**src/rtl/alu_pkg.sv**
```systemverilog
// Shared opcode encodings and width default for the mini MIPS ALU.
package alu_pkg;

  localparam int ALU_WIDTH = 32;

  typedef logic [2:0] alu_op_t;

  localparam alu_op_t ALU_ADD  = 3'b000;
  localparam alu_op_t ALU_SUB  = 3'b001;
  localparam alu_op_t ALU_AND  = 3'b010;
  localparam alu_op_t ALU_OR   = 3'b011;
  localparam alu_op_t ALU_XOR  = 3'b100;
  localparam alu_op_t ALU_NOR  = 3'b101;
  localparam alu_op_t ALU_SLT  = 3'b110;
  localparam alu_op_t ALU_RSVD = 3'b111;

endpackage

```
**src/rtl/alu_core.sv**
```systemverilog
// Combinational ALU datapath: result, operand equality, zero and signed overflow.
module alu_core
  import alu_pkg::*;
#(
  parameter int WIDTH = ALU_WIDTH
) (
  input  logic [WIDTH-1:0] a,
  input  logic [WIDTH-1:0] b,
  input  logic [2:0]       alu_op,
  output logic [WIDTH-1:0] result,
  output logic             equal,
  output logic             zero,
  output logic             overflow
);

  logic [WIDTH-1:0] sum;
  logic [WIDTH-1:0] diff;
  logic             lt;

  assign sum  = a + b;
  assign diff = a - b;
  assign lt   = $signed(a) < $signed(b);

  always_comb begin
    result   = '0;
    overflow = 1'b0;
    case (alu_op)
      ALU_ADD: begin
        result   = sum;
        overflow = (a[WIDTH-1] == b[WIDTH-1]) && (sum[WIDTH-1] != a[WIDTH-1]);
      end
      ALU_SUB: begin
        result   = diff;
        overflow = (a[WIDTH-1] != b[WIDTH-1]) && (diff[WIDTH-1] != a[WIDTH-1]);
      end
      ALU_AND: result = a & b;
      ALU_OR:  result = a | b;
      ALU_XOR: result = a ^ b;
      ALU_NOR: result = ~(a | b);
      ALU_SLT: result = {{(WIDTH-1){1'b0}}, lt};
      default: result = '0;
    endcase
  end

  assign equal = (a == b);
  assign zero  = (result == '0);

endmodule

```
**src/rtl/alu.sv**
```systemverilog
// Registered ALU: one-cycle latency, outputs held while idle, async active-low reset.
module alu
  import alu_pkg::*;
#(
  parameter int WIDTH = ALU_WIDTH
) (
  input  logic             clk,
  input  logic             rst_n,
  input  logic             in_valid,
  input  logic [WIDTH-1:0] a,
  input  logic [WIDTH-1:0] b,
  input  logic [2:0]       alu_op,
  output logic             out_valid,
  output logic [WIDTH-1:0] result,
  output logic             equal,
  output logic             zero,
  output logic             overflow
);

  logic [WIDTH-1:0] core_result;
  logic             core_equal;
  logic             core_zero;
  logic             core_overflow;

  logic             valid_q, valid_d;
  logic [WIDTH-1:0] result_q, result_d;
  logic             equal_q, equal_d;
  logic             zero_q, zero_d;
  logic             overflow_q, overflow_d;

  alu_core #(.WIDTH(WIDTH)) u_core (
    .a        (a),
    .b        (b),
    .alu_op   (alu_op),
    .result   (core_result),
    .equal    (core_equal),
    .zero     (core_zero),
    .overflow (core_overflow)
  );

  // Data outputs hold their last value when no operation is issued.
  always_comb begin
    valid_d    = in_valid;
    result_d   = result_q;
    equal_d    = equal_q;
    zero_d     = zero_q;
    overflow_d = overflow_q;
    if (in_valid) begin
      result_d   = core_result;
      equal_d    = core_equal;
      zero_d     = core_zero;
      overflow_d = core_overflow;
    end
  end

  always_ff @(posedge clk or negedge rst_n) begin
    if (!rst_n) begin
      valid_q    <= 1'b0;
      result_q   <= '0;
      equal_q    <= 1'b0;
      zero_q     <= 1'b0;
      overflow_q <= 1'b0;
    end else begin
      valid_q    <= valid_d;
      result_q   <= result_d;
      equal_q    <= equal_d;
      zero_q     <= zero_d;
      overflow_q <= overflow_d;
    end
  end

  assign out_valid = valid_q;
  assign result    = result_q;
  assign equal     = equal_q;
  assign zero      = zero_q;
  assign overflow  = overflow_q;

endmodule

```
**config.mk**
```make
export PLATFORM = sky130hd
export DESIGN_NAME = alu
export DESIGN_NICKNAME = d
export VERILOG_FILES = /design/src/rtl/alu_pkg.sv /design/src/rtl/alu_core.sv /design/src/rtl/alu.sv
export SDC_FILE = /design/constraint.sdc
export NUM_CORES = 1
export LEC_CHECK = 0
export BUFFER_PORTS_ARGS = -buffer_cell sky130_fd_sc_hd__clkbuf_2
export CORE_AREA = 3 3 183 149
export CTS_CLUSTER_SIZE = 14
export DETAILED_ROUTE_END_ITERATION = 12
export DIE_AREA = 0 0 186 152
export GPL_TIMING_DRIVEN = 0
export SLEW_MARGIN = 15
export SYNTH_ARGS = -nofsm -noshare
export SYNTH_HDL_FRONTEND = slang
export SYNTH_HIERARCHICAL = 1
export SYNTH_SLANG_ARGS = --single-unit
```
**constraint.sdc**
```tcl
create_clock -name clk -period 1 [get_ports clk]
set_input_delay 0.1 -clock clk [delete_from_list [all_inputs] [get_ports clk]]
set_output_delay 0.1 -clock clk [all_outputs]
set_load 0.02 [all_outputs]
```
* Word level (Yosys, flattened, before mapping)
Cells that the tools add are included.
** Operators by class
- Add/subtract/negate cells :: 2
- Magnitude comparators :: 1
- Eq/ne operators :: 11
- Muxes and demuxes :: 2
- Bitwise operators :: 4
- Reductions and logical operators :: 4
** Operator list (count)
- case mux 32 bit (7 select lines) :: 1
- adder 32 bit :: 1
- bitwise AND 32 bit :: 1
- equality test 32 bit :: 1
- logical NOT 32 bit :: 1
- < comparator 32 bit :: 1
- inverter 32 bit :: 1
- OR 32 bit :: 1
- subtractor 32 bit :: 1
- bitwise XOR 32 bit :: 1
- equality test 3 bit, second input constant :: 3
- equality test 3 x 2 -> 1 bit, second input constant :: 2
- equality test 3 x 1 -> 1 bit, second input constant :: 1
- logical NOT 3 bit :: 1
- != test 1 bit :: 3
- logical AND 1 bit :: 2
- case mux 1 bit (2 select lines) :: 1
- equality test 1 bit :: 1
** Storage, ports and cells
- Bits in registers :: 36
- Input bits :: 70
- Output and inout bits :: 36
- Word-level logic and storage cells :: 29

* Depth between registers and ports, before layout
Gate-level depths: netlist of run 1.
- Depth in word-level cells :: 4
- Depth in mapped cells :: 15
- Mapped depth without buffers :: 15

* Cells and area by module
The synthesis of run 1 kept the hierarchy.
** By module, submodules not included
- alu_core :: times used 1, cells an instance 938, area an instance 6170.9 um2, sequential area each 0.0 um2
- alu :: times used 1, cells an instance 75, area an instance 1478.9 um2, sequential area each 900.9 um2

* Least setup slack after synthesis of run 1
OpenSTA, ideal clock, no wires.
- Path kind :: input -> register
- Start :: input a[0]
- End :: register zero_q, in the netlist zero
- Arrival :: 3.130 ns
- Data required time :: 0.935 ns
- Slack :: -2.195 ns
- Stages :: 13
- Path buffers :: 0
- Cell sequence :: ha_1 > fa_1 > a21o_1 > a211o_1 > a21o_1 > a32oi_1 > o21ai_0 > or4_1 > or4_1 > nor4_1 > nand4_1 > nor3_2 > mux2_2
** On the way
- Elaborated cells between the ends (all ways) :: 9
** RTL lines
- from (decl) :: RTL line alu.sv:10 : input logic [WIDTH-1:0] a,
- subtractor 32 bit / adder 32 bit (equally long branches) :: RTL line alu_core.sv:21, alu_core.sv:20
- case mux 32 bit (7 select lines) (*) :: RTL line alu_core.sv:27 : case (alu_op)
- net core_result[12] :: RTL line alu.sv:20 : logic [WIDTH-1:0] core_result;
- logical NOT 32 bit (*) :: RTL line alu_core.sv:46 : assign zero = (result == '0);
- net core_zero :: RTL line alu.sv:22 : logic core_zero;
- to (signal assigned) :: RTL line alu.sv:67 : zero_q <= zero_d;
- to (decl) :: RTL line alu.sv:28 : logic zero_q, zero_d;
Mark *: on every way through the listed nets, which the timed path passes. The rest lies on a longest branch.
A chain may end at the register's enable or synchronous reset.

* Worst setup path in the final report of run 1
- Start :: input b[16]
- End :: register zero_q, in the netlist zero
** On the way
- Cells in the longest elaborated chain, start to end :: 4
- Elaborated cells between the ends (all ways) :: 9
** Ends and longest elaborated chain
- from (decl) :: RTL line alu.sv:11 : input logic [WIDTH-1:0] b,
- branches (longest 2 deep; another with subtractor 32 bit)
- case mux 32 bit (7 select lines) (*) :: RTL line alu_core.sv:27
- logical NOT 32 bit (*) :: RTL line alu_core.sv:46
- net core_zero :: RTL line alu.sv:22
Mark *: on every way through the listed nets, which the timed path passes.

==> results of run 1 <==
repair_timing:
action                     4_1_cts  5_1_grt
hold buffers                     1        0
pin swaps                       54       55
hold endpoints to repair        37        0
gates cloned                     0        0
resized for setup              207       71
setup endpoints to repair       35       35
setup buffers                   54       22
cell usage in the layout, fill, tap and decap left out, drive strengths merged, types with 5 or more instances in the layout:
master and instances:
nand2b 16, a221oi 6, a211o 10, nor3 12
mux2 38, xnor2 7, a21o 15, ha 106
o211ai 15, o21a 9, or2 7, o21bai 10
o21ai 71, a21oi 94, buf 106, dfrtp 36
o31ai 9, o221ai 14, a211oi 23, or3 10
a31oi 7, clkbuf 136, nand4 11, a21boi 12
nor2 92, nor2b 16, o22ai 9, a311oi 6
nand2 71, mux2i 13, or4 8, nor4 22
inv 97, nand3 20, o211a 5
state kept, by name, summed over array words and instances, names as in the netlist:
name       cells
equal          1
out_valid      1
overflow       1
result        32
zero           1
synthesized netlist by cell type, drive strengths merged (15+ instances only):
| master | number | area (um^2) |
|---|---|---|
| a211oi | 23 | 193 |
| a21o | 15 | 113 |
| a21oi | 94 | 482 |
| buf | 33 | 233 |
| clkbuf | 27 | 101 |
| dfrtp | 36 | 901 |
| ha | 106 | 1330 |
| inv | 97 | 364 |
| mux2 | 38 | 541 |
| nand2 | 71 | 269 |
| nand2b | 16 | 103 |
| nand3 | 20 | 105 |
| nor2 | 92 | 353 |
| nor2b | 16 | 100 |
| nor4 | 22 | 138 |
| o211ai | 15 | 118 |
| o21ai | 71 | 359 |
worst max-delay path, delay by kind of cell:
kind | cells | cell delay (ns)
mux | 1 | 0.15
compound gates | 4 | 0.78
fa+ha+maj | 1 | 0.22
simple gates | 7 | 2.02
buf+inv | 3 | 0.33
per-layer routing:
metal  global-route usage (%)  routed length (um)
met3                     4.02                3240
met5                        0                   0
met1                     33.3               15100
met4                     3.79                 321
met2                     30.4               13200
final cells by class:
| type | instances | area (um^2) |
|---|---|---|
| multi-input combinational | 820 | 7410 |
| inverter | 97 | 477 |
| sequential | 36 | 901 |
| tap | 324 | 405 |
| buffer | 59 | 512 |
| clock inverter | 1 | 30.0 |
| timing repair buffer | 177 | 1350 |
| clock buffer | 7 | 153 |
| fill | 2502 | 14100 |
logic make-up after synthesis:
family / count (synthesis) / synth area share [%]
muxes: 52 / 9.06
and+or+nand+nor: 296 / 18.9
adders and majority gates: 108 / 17.9
buffers and inverters: 157 / 9.13
xor gates and xnor gates: 8 / 0.916
AOI/OAI and AO/OA: 356 / 32.4
DFF: 36 / 11.8
per-stage QoR:
step,hold WS (ns),setup TNS (ns),worst slack [ns],area [um^2]
after floorplan,-0.196,-39.45,-2.10,8370
after global placement,0.241,-68.41,-3.04,9300
after detailed placement,0.243,-66.38,-3.09,9300
after CTS,-0.0328,-46.95,-2.39,10900
after global routing,0.0245,-51.27,-2.51,11200
final,-0.0657,-49.01,-2.39,11200
where the power goes:
part | internal, mW | switching, mW | total (mW)
sequential | 1.73 | 0.186 | 1.92
clock | 1.31 | 0.544 | 1.85
combinational | 3.14 | 4.09 | 7.23
path summary, 6_finish.rpt:
check	from	end	slack, ns
max	b[16]	zero	-2.39
min	rst_n	result[7]	-0.07
max reg2reg	result[14]	result[14]	0.20
min reg2reg	result[24]	result[24]	0.51
max in group asynchronous	rst_n	result[26]	0.52
min in group clk	in_valid	zero	0.30
==> run summary, run 1 <==
## Power
- 4.92 nW — leakage power figure
- 979 nW/um^2 — power density over the cells
- 0.920 mV — Worst IR Drop VDD
- 11.0 mW — total power of the final layout

## Die
- 106 — # IOs
- 52 — number of core rows
- 28300 um^2 — full die area
- 25400 um^2 — Core Footprint
- 186 um — die extent in x
- 30.1% — Initial Util
- 152 um — die height

## Synth
- 7650 um^2 — area of the mapped netlist
- 6 — Warnings, synthesis
- 0 — number of flops mapped to enable cells by yosys
- 1191 — total nets after synthesis
- dfrtp_1 — prevailing post-synth register cell
- 36 — post-synthesis register bit count
- 11.8% — sequential cell area fraction in the yosys report
- 100% — async set or reset register ratio after synthesis
- 7.55 um^2 — average size of a mapped cell
- 87 — Netlist cell types
- 1013 — cell count after synthesis

## Global route
- 8318 — vias in the first global route
- 21.4% — overall fraction of global-route tracks in use
- 37 — largest net degree at the start of global routing
- 48200 um — wire length of the first global-routing pass
- 0 — gr ovfl total
- 0 — antenna violations before repair

## Route
- 975 — DRT iter0 DRCs
- 5.80 — Avg Vias per Cell
- 31900 um — total routed wirelength
- 6 — Pre-Repair DR Iteration Count
- 0 — count of antenna-violating nets left after detailed routing
- 8825 — total via count after detailed routing
- 21.0 um — wire per inst
- 0 — drc violations

## Clock tree
- 2 — maximum count of clock buffers along a single path
- 0.05 ns — Clock transition at path regs
- 0.27 ns — clock latency at the later pin of the worst-skew pair
- 36 — total number of clock tree sinks
- 5 — Num CTS Buffers
- 2 — number of H-tree levels
- clkbuf_16 — Clock Tree Root
- built — CTS tree

## Place
- 105 — count of buffers from port buffering
- 24500 um — Detail Placement HPWL
- 1442 — total instance count after detailed placement
- 0.976 — routability cong.

## Final layout
- 46.9% — post-synthesis to final-layout area growth
- 44.3% — share of the core filled with cells
- 0 — Inserted Diodes
- 1521 — non-filler cells, final
- 1374 — post-layout net count
- 42.8% — layout cells sized above 1

## Flow run
- 0 — number of max-cap violations

## Timing
- 0 ns — setup clock skew after layout
- -0.0657 ns — worst hold slack after final layout
- 0 — number of pins with negative max-slew slack in the final report
- true — setup repair after global routing missed its margin
- 3.39 ns — final worst path period need
- 0.866 ns — transition time at the pin with the least slew margin
- 339% — share of the clock period used by the worst path after layout
- 36 — final hold viol count
- -2.39 ns — least setup slack across all paths after layout
- 42.3% — worst slew margin relative to its limit
- 295 MHz — top achievable clock speed
- 35 — setup-violating endpoint count in the final report

## Setup path
- 10 — highest fanout seen on the critical path
- 0.56 ns — slowest stage delay, CP
- 3.61 ns — Arrival @ worst endpoint
- primary input — Critical Path Source Type
- flip-flop — Setup crit end kind
- 1 — number of cell instances on the worst register-to-register path
- clkbuf_4 > inv_8 > ha_4 > buf_6 > nor2_1 > o21ai_0 > a31oi_1 > nor2b_1 > a21oi_1 > a211oi_2 > or4_1 > or4_1 > nor4_2 > nand4_1 > nor3_2 > mux2_2 — cells traversed along the worst timing path
- 1.22 ns — required arrival time at the worst endpoint
- primary input to flip-flop — critical setup path kind
- or4_1 — Worst path slowest cell
- or4_1 — cell with the most instances on the worst path

## Min path
- primary input to asynchronous set/reset pin — Worst Hold Class

## Run status
- hold timing, setup timing — violated checks
- finished with violations — status

No activity file was read; power rests on OpenSTA's default activity.
==> run 2: changes to the inputs <==
- CELL_PAD_IN_SITES_DETAIL_PLACEMENT: unset -> 0
- CELL_PAD_IN_SITES_GLOBAL_PLACEMENT: unset -> 1
- PLACE_DENSITY_LB_ADDON: unset -> 0.1
- SLEW_MARGIN: 15 -> unset
==> run 2 against run 1 <==
Net effect: the flow still finishes with violations (hold timing, setup timing); fmax up 0.73%; combinational power up 2%; clock power down 5%; worst hold slack worse by 0.0053 ns; via count down 2.0%; routed wire length up 4.7%; core utilization up 0.60 points; first-iteration DRC count down 35%; sequential share of layout area down 0.11 points; register-to-register slack about the same; clock skew unchanged; largest power group unchanged.
==> run summary, run 2 (synthesis gave the netlist of run 1 again) <==
## Global route
- 0 — antenna violations before repair, unchanged
- met1 — Most Used Layer, Global Route
- 37 — largest net degree at the start of global routing, unchanged
- 35.5% — GR Layer Usage met1, +2.1 points
- 22.5% — overall fraction of global-route tracks in use, +1.1 points
- 0 — gr ovfl total, unchanged
- 1.84% — fraction of met3 tracks used by global routing, -2.2 points
- 49800 um — wire length of the first global-routing pass, +3.2%
- 8189 — vias in the first global route, -1.6%
- 33.7% — GR met2 Demand/Resource, +3.3 points

## Route
- 21.8 um — wire per inst, +4.1%
- 5.65 — Avg Vias per Cell, -2.6%
- 0 — drc violations, unchanged
- 8648 — total via count after detailed routing, -2.0%
- 629 — DRT iter0 DRCs, -35%
- 0 — count of antenna-violating nets left after detailed routing, unchanged
- 5 — Pre-Repair DR Iteration Count, -1
- 33400 um — total routed wirelength, +4.7%

## Power
- 972 nW/um^2 — power density over the cells, -0.74%
- 4.92 mW — net switching component of the power, +2.0%
- 44.4% — switching power share of the total, +0.60 points
- 66.8% — Comb power frac, +1.1 points
- 0.943 mV — Worst IR Drop VDD, +2.5%
- 15.9% — Clock power frac, -1.0 points
- 6.15 mW — cell-internal power, -0.47%
- 5.01 nW — leakage power figure, +1.6%
- 17.3% — sequential cell fraction of total power, about the same

## Clock tree
- clkbuf_16 — Clock Tree Root
- 2 — maximum count of clock buffers along a single path, unchanged
- 0.28 ns — clock latency at the later pin of the worst-skew pair, about the same
- 0.06 ns — Clock transition at path regs, about the same
- 2 — number of H-tree levels, unchanged
- built — CTS tree
- 5 — Num CTS Buffers, unchanged
- 36 — total number of clock tree sinks, unchanged

## Die
- 28300 um^2 — full die area, unchanged
- 30.1% — Initial Util, unchanged
- 52 — number of core rows, unchanged
- 25400 um^2 — Core Footprint, unchanged
- 106 — # IOs, unchanged
- 152 um — die height, unchanged
- 186 um — die extent in x, unchanged

## Min path
- primary input to asynchronous set/reset pin — Worst Hold Class

## Final layout
- 11400 um^2 — Design Area, Final, +1.4%
- 44.9% — share of the core filled with cells, +0.60 points
- 32 — number of flip-flops under the largest register name, unchanged
- 99 x clkbuf_2, 81 x ha_1, 73 x nor2_1, 69 x a21oi_1, 64 x nand2_1 — highest-count cells in the layout ignoring fill and taps
- clkbuf_2 — commonest non-fill, non-tap cell in the layout
- 1383 — post-layout net count, +0.66%
- 0 — Inserted Diodes, unchanged
- 1530 — non-filler cells, final, +0.59%
- 43.9% — layout cells sized above 1, +1.1 points
- 2600 — Filler Cells Inserted, +3.9%
- 48.9% — post-synthesis to final-layout area growth

## Setup path
- simple AND/OR/NAND/NOR gates — family of cells with the greatest summed delay on the critical path
- 1.22 ns — required arrival time at the worst endpoint, about the same
- primary input to flip-flop — critical setup path kind
- 3 — highest fanout seen on the critical path, -7
- primary input — Critical Path Source Type
- 3.59 ns — Arrival @ worst endpoint, -0.02 ns
- or4_4 — Worst path slowest cell
- 0.55 ns — slowest stage delay, CP, about the same
- clkbuf_16 > buf_6 > ha_4 > fa_2 > o21bai_4 > a21oi_4 > o211ai_4 > mux2i_1 > a221o_1 > nand4bb_1 > or4_4 > or3_4 > nor4_4 > nand4_1 > nor3_2 > mux2_2 — cells traversed along the worst timing path
- 16 — Levels on crit path, unchanged
- flip-flop — Setup crit end kind
- 2 — Buf/Inv on CP, -1
- 1 — number of cell instances on the worst register-to-register path, unchanged

## Timing
- true — setup repair after global routing missed its margin
- 297 MHz — top achievable clock speed, +0.73%
- 41.0% — worst slew margin relative to its limit, -1.2 points
- 0 ns — setup clock skew after layout, unchanged
- -2.37 ns — least setup slack across all paths after layout, +0.0246 ns
- 35 — setup-violating endpoint count in the final report, unchanged
- 36 — final hold viol count, unchanged
- 0 — number of pins with negative max-slew slack in the final report, unchanged
- 337% — share of the clock period used by the worst path after layout, -2.5 points
- -0.0710 ns — worst hold slack after final layout, -0.00528 ns
- 0.884 ns — transition time at the pin with the least slew margin, +0.0184 ns
- 3.37 ns — final worst path period need, -0.0246 ns

## Place
- 0.886 — routability cong., -9.2%
- 1442 — total instance count after detailed placement, unchanged
- 25900 um — Detail Placement HPWL, +5.7%
- 105 — count of buffers from port buffering, unchanged
- 9300 um^2 — placed standard-cell area, unchanged

## Run status
- finished with violations — status
- hold timing, setup timing — violated checks

## Flow run
- 0 — number of max-cap violations, unchanged

==> run 2: changes by cell type in the layout (fill, tap and decap cells not counted), moves of 3 or more <==
cell      previous run  this run
buf_6               35        45
buf_4               51        59
inv_2               16        21
o21ai_1             13         8
clkbuf_8            13         9
nor3_2               6         2
buf_2                9         6
nor3_4               1         4
o21ai_0             41        44
o22ai_1              5         8
o22ai_2              3         0
==> run 2: area by class of cell <==
type | count | area [um^2] | share of cell area [%]
well taps | 324 | 405 | 3.56
inverters | 97 | 464 | 4.08
repair buffers | 188 | 1460 | 12.8
clock buffers | 5 | 125 | 1.10
flip-flops and latches | 36 | 901 | 7.91
plain buffers | 57 | 494 | 4.34
multi-input cells | 820 | 7490 | 65.8
clock inverters | 3 | 42.5 | 0.374
==> run 2: through the flow <==
step | total power [mW] | hold slack, ns | worst slack, ns | setup TNS (ns)
2_1_floorplan | 5.85 | -0.196 | -2.10 | -39.45
3_3_place_gp | 7.69 | 0.236 | -3.26 | -72.74
3_5_place_dp | 7.69 | 0.249 | -3.23 | -69.58
4_1_cts | 10.5 | -0.0375 | -2.46 | -50.24
5_1_grt | 11.7 | 0.00189 | -2.53 | -53.84
6_report | 11.1 | -0.0710 | -2.37 | -51.35
==> run 2: what timing repair did <==
| item | CTS | global route |
|---|---|---|
| hold endpoints to repair | 37 | 0 |
| cloned | 0 | 1 |
| endpoints found under the setup margin | 35 | 35 |
| hold buffers | 1 | 0 |
| setup buffers | 63 | 24 |
| resized for setup | 193 | 109 |
| pin swaps | 69 | 53 |
==> run 2: power groups by stage <==
| stage | logic [mW] | registers (mW) | clock network (mW) |
|---|---|---|---|
| final | 7.40 | 1.91 | 1.76 |
| after global routing | 7.91 | 1.95 | 1.85 |
| after CTS | 6.82 | 1.91 | 1.79 |
| after detailed placement | 5.76 | 1.93 | 0 |
| after global placement | 5.76 | 1.93 | 0 |
| after floorplan | 3.63 | 2.23 | 0 |
==> run 2: final timing paths <==
| path | from | to | slack [ns] |
|---|---|---|---|
| min reg2reg | result[26] | result[26] | 0.51 |
| max reg2reg | result[14] | result[14] | 0.21 |
| min | rst_n | result[8] | -0.07 |
| min in group clk | in_valid | zero | 0.29 |
| max | b[0] | zero | -2.37 |
| max in group asynchronous | rst_n | result[27] | 0.52 |
==> run 2: per-layer routing <==
metal  share of wire, %  up-vias
li1                   -     4099
met1                 51     4230
met2                 42      295
met3                5.9       24
met4                1.0        0
met5                  0        -
==> run 3: changes to the inputs <==
--- a/constraint.sdc
+++ b/constraint.sdc
@@ -3,2 +3,2 @@
 set_output_delay 0.1 -clock clk [all_outputs]
-set_load 0.02 [all_outputs]
+set_load 0.05 [all_outputs]
==> run 3 against run 2 <==
Net effect: the run still ends with hold timing, setup timing left; combinational power is 11% higher; via count about the same; routed wire length is essentially flat; largest power group unchanged; non-clock buffer count increased by 8.
==> run summary, run 3 (synthesis gave the netlist of run 1 again) <==
## Setup path
- primary input to flip-flop — critical setup path kind
- 0.09 ns — setup slack, reg-to-reg, -0.12 ns
- 3.59 ns — Arrival @ worst endpoint, about the same
- 3 — highest fanout seen on the critical path, unchanged
- 1.21 ns — required arrival time at the worst endpoint, about the same
- primary input — Critical Path Source Type
- flip-flop — Setup crit end kind
- 2 — number of cell instances on the worst register-to-register path, +1

## Global route
- 8321 — vias in the first global route, +1.6%
- 0 — antenna violations before repair, unchanged
- 22.7% — overall fraction of global-route tracks in use, +0.15 points
- 0 — gr ovfl total, unchanged
- 50200 um — wire length of the first global-routing pass, +0.85%
- 37 — largest net degree at the start of global routing, unchanged

## Final layout
- 86 x buf_4, 81 x ha_1, 73 x nor2_1, 65 x a21oi_1, 62 x nand2_1 — highest-count cells in the layout ignoring fill and taps
- 2498 — Filler Cells Inserted, -3.9%
- 0 — Inserted Diodes, unchanged
- buf_4 — commonest non-fill, non-tap cell in the layout
- 51.0% — post-synthesis to final-layout area growth
- 45.5% — share of the core filled with cells, +0.65 points
- 1391 — post-layout net count, +0.58%
- 44.3% — layout cells sized above 1, +0.41 points
- 32 — number of flip-flops under the largest register name, unchanged

## Route
- 21.7 um — wire per inst, -0.44%
- 8643 — total via count after detailed routing, -0.058%
- 5 — Pre-Repair DR Iteration Count, unchanged
- 771 — DRT iter0 DRCs, +23%
- 5.62 — Avg Vias per Cell, -0.51%
- 0 — drc violations, unchanged
- 33400 um — total routed wirelength, about the same
- 0 — count of antenna-violating nets left after detailed routing, unchanged

## Clock tree
- 36 — total number of clock tree sinks, unchanged
- 0.05 ns — Clock transition at path regs, about the same
- 2 — maximum count of clock buffers along a single path, unchanged
- built — CTS tree
- 5 — Num CTS Buffers, unchanged
- 0.27 ns — clock latency at the later pin of the worst-skew pair, about the same
- 2 — number of H-tree levels, unchanged
- clkbuf_16 — Clock Tree Root

## Die
- 106 — # IOs, unchanged
- 52 — number of core rows, unchanged
- 25400 um^2 — Core Footprint, unchanged
- 186 um — die extent in x, unchanged
- 30.1% — Initial Util, unchanged
- 28300 um^2 — full die area, unchanged
- 152 um — die height, unchanged

## Run status
- hold timing, setup timing — violated checks
- finished with violations — status

## Timing
- 0.875 ns — transition time at the pin with the least slew margin, -0.00956 ns
- 35 — setup-violating endpoint count in the final report, unchanged
- true — setup repair after global routing missed its margin
- 3.38 ns — final worst path period need, +0.00844 ns
- 36 — final hold viol count, unchanged
- 0 ns — setup clock skew after layout, unchanged
- -0.0656 ns — worst hold slack after final layout, +0.00545 ns
- 338% — share of the clock period used by the worst path after layout, +0.84 points
- -2.38 ns — least setup slack across all paths after layout, -0.00844 ns
- 296 MHz — top achievable clock speed, -0.25%
- 41.7% — worst slew margin relative to its limit, +0.64 points
- 0 — number of pins with negative max-slew slack in the final report, unchanged

## Power
- 71.1% — Comb power frac, +4.3 points
- 47.6% — switching power share of the total, +3.2 points
- 16.5% — sequential cell fraction of total power, -0.8 points
- 6.05 mW — cell-internal power, -1.7%
- 999 nW/um^2 — power density over the cells, +2.7%
- 0.894 mV — Worst IR Drop VDD, -5.1%
- 12.3% — Clock power frac, -3.6 points
- 5.49 mW — net switching component of the power, +12%
- 5.06 nW — leakage power figure, +1.0%
- 11.5 mW — total power of the final layout, +4.2%

## Place
- 25800 um — Detail Placement HPWL, -0.14%
- 105 — count of buffers from port buffering, unchanged
- 0.907 — routability cong., +2.3%

## Flow run
- 0 — number of max-cap violations, unchanged

## Min path
- primary input to asynchronous set/reset pin — Worst Hold Class

run 3: changes by cell type in the layout (fill, tap and decap cells not counted), sizes merged:
cell,before,now
buf,120,145
inv,97,96
bufinv,1,0
clkbuf,129,113
run 3: layout make-up:
cell class	instances	area (um^2)	share of cell area [%]
flip-flops and latches	36	901	7.80
multi-input cells	820	7480	64.7
plain buffers	57	504	4.36
well taps	324	405	3.51
clock buffers	6	129	1.12
repair buffers	196	1640	14.2
inverters	97	488	4.22
clock inverters	1	5.00	0.0433
run 3: repair_timing:
item / 4_1_cts / 5_1_grt
pin swaps: 86 / 38
cloned: 1 / 0
endpoints found under the hold margin: 37 / 0
buffers inserted: 75 / 18
gates resized for setup: 262 / 96
setup endpoints to repair: 68 / 51
hold buffers: 1 / 0
run 3: metrics by stage:
| step | TNS [ns] | cells | setup WS [ns] | hold slack (ns) | instance area, um^2 |
|---|---|---|---|---|---|
| 6_report | -49.73 | 1537 | -2.38 | -0.0656 | 11600 |
| 5_1_grt | -51.61 | 1537 | -2.48 | 0.0226 | 11600 |
| 4_1_cts | -47.45 | 1520 | -2.43 | -0.0262 | 11100 |
| 3_5_place_dp | -69.10 | 1442 | -3.13 | 0.238 | 9310 |
| 3_3_place_gp | -73.71 | 1442 | -3.29 | 0.237 | 9300 |
| 2_1_floorplan | -39.46 | 1013 | -2.10 | -0.196 | 8370 |
run 3: path summary, 6_finish.rpt:
check                             end  startpoint
max                              zero        b[0]
min                         result[7]       rst_n
max reg2reg                result[11]  result[11]
min reg2reg                      zero        zero
max in group asynchronous        zero       rst_n
min in group clk                equal    in_valid
run 3: worst max-delay path, cell delays in order:
cell and delay, ns:
clkbuf_16 0.13, ha_4 0.16, fa_2 0.35, a21o_1 0.22, a211oi_2 0.30, o21ai_2 0.10
mux2i_1 0.13, a221o_1 0.42, nand4bb_1 0.21, or4_4 0.55, or3_4 0.35, nor4_4 0.15
nand4_1 0.14, nor3_2 0.12, mux2_2 0.15
run 3: routing by layer:
layer	vias up	global-route usage (%)	wire, um
met3	15	1.27	1890
met1	4195	36.2	17100
met4	0	2.73	209
met2	333	34.1	14200
li1	4100	-	-
met5	-	0	0
run 3: power by group through the flow:
stage	registers (mW)	clock network [mW]	logic, mW
after floorplan	2.85	0	3.63
after global placement	1.93	0	6.39
after detailed placement	1.93	0	6.39
after CTS	1.91	1.46	7.76
after global routing	1.94	1.51	8.70
final	1.91	1.42	8.21
